[src/rtl/dac_spi_writer_if.sv]
`default_nettype none
// ============================================================================
// Module  : dac_spi_writer_if
// Brief   : Point handshake between the line-draw controller and the DAC writer.
// Revision: 1.0
// ============================================================================
interface dac_spi_writer_if;
  logic [11:0] x;
  logic [11:0] y;
  logic        valid;
  logic        ready;

  modport master (output x, output y, output valid, input ready);
  modport slave  (input x, input y, input valid, output ready);
endinterface
`default_nettype wire

[src/rtl/dac_spi_writer.sv]
`default_nettype none
// ============================================================================
// Module  : dac_spi_writer
// Brief   : Shifts one (x,y) point into a dual 12-bit SPI DAC, then pulses LDAC.
// Revision: 1.0
// ============================================================================
module dac_spi_writer #(
  parameter int CLK_DIV     = 1,
  parameter int CS_GAP      = 2,
  parameter int LDAC_CYCLES = 1,
  parameter bit BUF_BIT     = 1'b0,
  parameter bit GAIN_1X     = 1'b1
) (
  input  wire logic        clk,
  input  wire logic        reset,
  dac_spi_writer_if.slave  bus,
  output logic             cs_pin,
  output logic             clk_pin,
  output logic             data_pin,
  output logic             ldac_pin
);

  localparam int c_cnt_max = (CS_GAP > LDAC_CYCLES) ? CS_GAP : LDAC_CYCLES;
  localparam int c_cw      = $clog2(c_cnt_max + 1);
  localparam int c_dw      = $clog2(CLK_DIV + 1);

  localparam logic [c_dw-1:0] c_div_last  = c_dw'(CLK_DIV - 1);
  localparam logic [c_cw-1:0] c_gap_last  = c_cw'(CS_GAP - 1);
  localparam logic [c_cw-1:0] c_ldac_last = c_cw'(LDAC_CYCLES - 1);

  typedef enum logic [2:0] {
    S_IDLE    = 3'd0,
    S_SHIFT_A = 3'd1,
    S_GAP_A   = 3'd2,
    S_SHIFT_B = 3'd3,
    S_GAP_B   = 3'd4,
    S_LATCH   = 3'd5
  } state_t;

  state_t            r_state, w_state_nxt;
  logic              r_ready, w_ready_nxt;
  logic              r_cs, w_cs_nxt;
  logic              r_sclk, w_sclk_nxt;
  logic              r_ldac, w_ldac_nxt;
  logic [15:0]       r_sreg, w_sreg_nxt;
  logic [11:0]       r_y, w_y_nxt;
  logic [c_dw-1:0]   r_div, w_div_nxt;
  logic [3:0]        r_bit, w_bit_nxt;
  logic [c_cw-1:0]   r_cnt, w_cnt_nxt;
  logic [15:0]       w_word_a, w_word_b;

  assign w_word_a = {1'b0, BUF_BIT, GAIN_1X, 1'b1, bus.x};
  assign w_word_b = {1'b1, BUF_BIT, GAIN_1X, 1'b1, r_y};

  always_comb begin
    w_state_nxt = r_state;
    w_ready_nxt = r_ready;
    w_cs_nxt    = r_cs;
    w_sclk_nxt  = r_sclk;
    w_ldac_nxt  = r_ldac;
    w_sreg_nxt  = r_sreg;
    w_y_nxt     = r_y;
    w_div_nxt   = r_div;
    w_bit_nxt   = r_bit;
    w_cnt_nxt   = r_cnt;
    case (r_state)
      S_IDLE: begin
        w_ready_nxt = 1'b1;
        if (r_ready && bus.valid) begin
          w_state_nxt = S_SHIFT_A;
          w_ready_nxt = 1'b0;
          w_cs_nxt    = 1'b0;
          w_sreg_nxt  = w_word_a;
          w_y_nxt     = bus.y;
          w_div_nxt   = '0;
          w_bit_nxt   = '0;
        end
      end
      S_SHIFT_A, S_SHIFT_B: begin
        if (r_div == c_div_last) begin
          w_div_nxt = '0;
          if (!r_sclk) begin
            w_sclk_nxt = 1'b1;
          end else begin
            // Data moves only on the falling edge; the final shift drains the register to zero.
            w_sclk_nxt = 1'b0;
            w_sreg_nxt = {r_sreg[14:0], 1'b0};
            w_bit_nxt  = r_bit + 4'd1;
            if (r_bit == 4'd15) begin
              w_cs_nxt    = 1'b1;
              w_cnt_nxt   = '0;
              w_state_nxt = (r_state == S_SHIFT_A) ? S_GAP_A : S_GAP_B;
            end
          end
        end else begin
          w_div_nxt = r_div + c_dw'(1);
        end
      end
      S_GAP_A: begin
        if (r_cnt == c_gap_last) begin
          w_state_nxt = S_SHIFT_B;
          w_cs_nxt    = 1'b0;
          w_sreg_nxt  = w_word_b;
          w_div_nxt   = '0;
          w_bit_nxt   = '0;
        end else begin
          w_cnt_nxt = r_cnt + c_cw'(1);
        end
      end
      S_GAP_B: begin
        if (r_cnt == c_gap_last) begin
          w_state_nxt = S_LATCH;
          w_ldac_nxt  = 1'b0;
          w_cnt_nxt   = '0;
        end else begin
          w_cnt_nxt = r_cnt + c_cw'(1);
        end
      end
      S_LATCH: begin
        if (r_cnt == c_ldac_last) begin
          w_state_nxt = S_IDLE;
          w_ldac_nxt  = 1'b1;
          w_ready_nxt = 1'b1;
        end else begin
          w_cnt_nxt = r_cnt + c_cw'(1);
        end
      end
      default: begin
        w_state_nxt = S_IDLE;
        w_cs_nxt    = 1'b1;
        w_sclk_nxt  = 1'b0;
        w_ldac_nxt  = 1'b1;
        w_ready_nxt = 1'b0;
      end
    endcase
  end

  always_ff @(posedge clk or negedge reset) begin
    if (!reset) begin
      r_state <= S_IDLE;
      r_ready <= 1'b0;
      r_cs    <= 1'b1;
      r_sclk  <= 1'b0;
      r_ldac  <= 1'b1;
      r_sreg  <= '0;
      r_y     <= '0;
      r_div   <= '0;
      r_bit   <= '0;
      r_cnt   <= '0;
    end else begin
      r_state <= w_state_nxt;
      r_ready <= w_ready_nxt;
      r_cs    <= w_cs_nxt;
      r_sclk  <= w_sclk_nxt;
      r_ldac  <= w_ldac_nxt;
      r_sreg  <= w_sreg_nxt;
      r_y     <= w_y_nxt;
      r_div   <= w_div_nxt;
      r_bit   <= w_bit_nxt;
      r_cnt   <= w_cnt_nxt;
    end
  end

  assign bus.ready = r_ready;
  assign cs_pin    = r_cs;
  assign clk_pin   = r_sclk;
  assign data_pin  = r_sreg[15];
  assign ldac_pin  = r_ldac;

endmodule
`default_nettype wire
[src/flat_wrapper.sv]
// flat-port wrapper written by rule: the top's interface ports become plain ports
module dac_spi_writer_flat 
#(
  parameter int CLK_DIV     = 1,
  parameter int CS_GAP      = 2,
  parameter int LDAC_CYCLES = 1,
  parameter bit BUF_BIT     = 1'b0,
  parameter bit GAIN_1X     = 1'b1
)
  (clk, reset, cs_pin, clk_pin, data_pin, ldac_pin, bus_x, bus_y, bus_valid, bus_ready);
  dac_spi_writer_if bus_i ();
  input  wire logic clk;
  input  wire logic reset;
  output logic cs_pin;
  output logic clk_pin;
  output logic data_pin;
  output logic ldac_pin;
  input wire logic [$bits(bus_i.x)-1:0] bus_x;
  input wire logic [$bits(bus_i.y)-1:0] bus_y;
  input wire logic [$bits(bus_i.valid)-1:0] bus_valid;
  output wire logic [$bits(bus_i.ready)-1:0] bus_ready;
  assign bus_i.x = bus_x;
  assign bus_i.y = bus_y;
  assign bus_i.valid = bus_valid;
  assign bus_ready = bus_i.ready;
  dac_spi_writer #(.CLK_DIV(CLK_DIV), .CS_GAP(CS_GAP), .LDAC_CYCLES(LDAC_CYCLES), .BUF_BIT(BUF_BIT), .GAIN_1X(GAIN_1X)) u_core (.clk(clk), .reset(reset), .bus(bus_i), .cs_pin(cs_pin), .clk_pin(clk_pin), .data_pin(data_pin), .ldac_pin(ldac_pin));
endmodule
[config.mk]
export PLATFORM = sky130hd
export DESIGN_NAME = dac_spi_writer_flat
export DESIGN_NICKNAME = d
export VERILOG_FILES = /design/src/rtl/dac_spi_writer_if.sv /design/src/rtl/dac_spi_writer.sv /design/src/flat_wrapper.sv
export SDC_FILE = /design/constraint.sdc
export NUM_CORES = 1
export LEC_CHECK = 0
export ABC_AREA = 1
export BUFFER_PORTS_ARGS = -buffer_cell sky130_fd_sc_hd__buf_2
export CORE_MARGIN = 3
export CORE_UTILIZATION = 40
export CTS_CLUSTER_SIZE = 28
export DETAILED_ROUTE_END_ITERATION = 16
export GPL_TIMING_DRIVEN = 0
export PLACE_DENSITY = 0.7
export SLEW_MARGIN = 20
export SYNTH_ARGS = -nofsm -noshare
export SYNTH_HDL_FRONTEND = slang
export SYNTH_SLANG_ARGS = --single-unit
[constraint.sdc]
create_clock -name clk -period 1.6 [get_ports clk]
set_input_delay 0.32 -clock clk [delete_from_list [all_inputs] [get_ports clk]]
set_output_delay 0.32 -clock clk [all_outputs]
set_load 0.005 [all_outputs]
==> impl_metrics.json <==
{
  "status": "finished, final reports clean",
  "track_usage": 0.160,
  "ys.warnings.count": 0,
  "fin_area_mm2": 0.00261,
  "syn_area_per_cell_um2": 7.69,
  "power-per-cell-area_mw_per_mm2": 2040,
  "hold_viol_final": 0,
  "holdWs_ns": 0.146,
  "clk_pin_slew_ns": 0.09,
  "yosys_register_bits": 41,
  "swShare": 0.438,
  "drc": 0,
  "via_count": 1922,
  "maxCapViolCount": 0,
  "most-common-layout-cells": "nand2_1 (124), dfrtp_1 (39), buf_2 (37)",
  "post_dp_cell_area_mm2": 0.00247,
  "num_io_pins": 32,
  "synth_area_leaders": "dfrtp_1 (44%), nand2_1 (21%), nand3_1 (7.9%)",
  "syn_to_final_growth_pct": 17.0,
  "p_seq_frac": 0.331,
  "worstSetupPathType": "reg2reg",
  "drt-initial-drc-count": 100,
  "fin_skew_ns": 0.00836,
  "rows": 26,
  "synth_top_cell_area_share": 0.437,
  "ctsRootBufferMaster": "clkbuf_8",
  "num-fill-cells": 507,
  "die_h_um": 80.7,
  "die_area_mm2": 0.00651,
  "ir_drop_mv": 0.870,
  "grt_max_degree": 42,
  "timing.final.crit_share": 0.928,
  "hold_path.class": "in2async",
  "antenna_left": 0,
  "diodes": 0,
  "drive_above_1_share": 0.211,
  "period_minus_slack_ns": 1.48,
  "insertion_delay_ns": 0.30,
  "via_per_inst": 4.79,
  "grtUsageMet1": 0.205,
  "final_common_cell": "nand2_1",
  "num-nets-final": 361,
  "clkSinkCount": 41,
  "syn-num-nets": 321,
  "ys_seq_area_frac": 0.461,
  "drt-pass1-iter-count": 4,
  "coreArea_mm2": 0.00524,
  "hold_buffers": 0,
  "tightestPinTransition_ns": 0.908,
  "clk_path_buf_depth": 2,
  "dieWidth_um": 80.7,
  "netlist.top_cell.by_area": "dfrtp_1",
  "antenna_found_initial": 0,
  "rsz0062_at_grt": "true",
  "initial_utilization": 0.426,
  "combinationalPowerShare": 0.508,
  "first_global_vias": 1844,
  "post_drt_wl_per_cell_um": 11.7,
  "grt_util_met2": 0.274,
  "required_ns": 1.78,
  "h-tree-depth": 2,
  "wl_um": 4690,
  "syn_area_mm2": 0.00223,
  "syn_inst": 290,
  "dp_hpwl_um": 3300,
  "internal_power_uw": 2990,
  "gr-total-overflow": 0,
  "numCtsBuffers": 5,
  "place.port_buffers": 31,
  "busiest_layer": "met2",
  "ys_types": 27,
  "slew_headroom": 0.395,
  "grt.met3_usage": 0.0348,
  "path_max_fanout": 10,
  "maxSlewViolCount": 0,
  "end_kind": "flop",
  "p_total_uw": 5330,
  "pwr-share-clk": 0.161,
  "power.switching_uw": 2340,
  "timing.fmax_ghz": 0.674,
  "grt_pass1_wl_um": 8160,
  "setup_viol": 0,
  "startpoint_type": "flop",
  "crit_arrival_ns": 1.66,
  "cts_tree": "done",
  "gp_congestion": 0.877,
  "p_leak_uw": 0.00142
}
-- state kept, by name (all words and copies together), names as in the netlist --
name / count
u_core.r_sreg: 16
u_core.r_y: 12
u_core.r_bit: 4
u_core.r_state: 3
u_core.r_cnt: 2
u_core.bus.ready: 1
u_core.clk_pin: 1
u_core.cs_pin: 1
u_core.ldac_pin: 1
-- logic make-up after synthesis --
group / share of synthesized area
simple gates: 0.365
fa+ha+maj: 0.0224
compound gates: 0.0555
buf+inv: 0.0881
flops: 0.461
xor+xnor: 0.00785
-- worst max-delay path: stages, from the launching register on --
cell     delay [ns]
dfrtp_1        0.44
buf_2          0.22
nor2_2         0.19
nand3_1        0.15
nand3_1        0.16
inv_1          0.09
nand3_1        0.07
nand2_1        0.06
-- through the flow --
stage,worst slack (ns),util,std cells,setup TNS [ns]
floorplan,0.291,-,290,0
global placement,0.0939,0.472,391,0
detailed placement,0.0965,0.472,391,0
CTS,0.0188,0.494,399,0
global route,-0.00872,0.499,401,-0.0242
finish,0.116,0.499,401,0
-- worst paths after layout --
| check | start | endpoint | slack, ns | cells after the start |
|---|---|---|---|---|
| hold reg to reg | u_core.r_sreg[12] | u_core.r_sreg[12] | 0.47 | 2 |
| hold / removal | reset | u_core.r_y[8] | 0.15 | 1 |
| max in group asynchronous | reset | u_core.r_sreg[2] | 0.88 | 1 |
| setup / recovery | u_core.r_state[1] | u_core.r_state[1] | 0.12 | 7 |
| setup reg to reg | u_core.r_state[1] | u_core.r_state[1] | 0.12 | 7 |
| min in group clk | bus_y[5] | u_core.r_y[5] | 0.25 | 3 |
-- synthesized netlist by cell type (all sizes together) --
master / number
nand2: 126
inv: 27
nand3: 38
nand4: 3
nor2: 10
dfrtp: 39
nand3b: 3
a21oi: 2
buf: 11
clkbuf: 1
o21ai: 22
dfstp: 2
ha: 4
xnor2: 2
-- layout make-up --
| cell class | instances | area [um2] | share of cell area |
|---|---|---|---|
| Clock buffer | 5 | 68.8 | 0.0264 |
| Clock inverter | 3 | 46.3 | 0.0177 |
| Inverter | 27 | 109 | 0.0417 |
| Timing Repair Buffer | 33 | 170 | 0.0652 |
| Sequential cell | 41 | 1030 | 0.394 |
| Buffer | 12 | 90.1 | 0.0345 |
| Tap cell | 70 | 87.6 | 0.0335 |
| Multi-Input combinational cell | 210 | 1010 | 0.387 |
-- power groups by stage --
stage	clock network, uW	registers, uW	logic, uW
after CTS	867	1770	2660
after global placement	0	1780	2600
after global routing	924	1820	3110
after floorplan	0	1730	2030
after detailed placement	0	1780	2640
final	857	1770	2710
-- timing repair --
item                       4_1_cts  5_1_grt
resized for setup                0        3
setup endpoints to repair        0       23
buffers inserted                 0        2
-- per-layer routing --
layer / vias up / wire length (um)
met4: 0 / 46
met5: - / 0
met3: 8 / 250
li1: 996 / -
met1: 861 / 2070
met2: 57 / 2320
No activity file was read; power rests on OpenSTA's default activity.
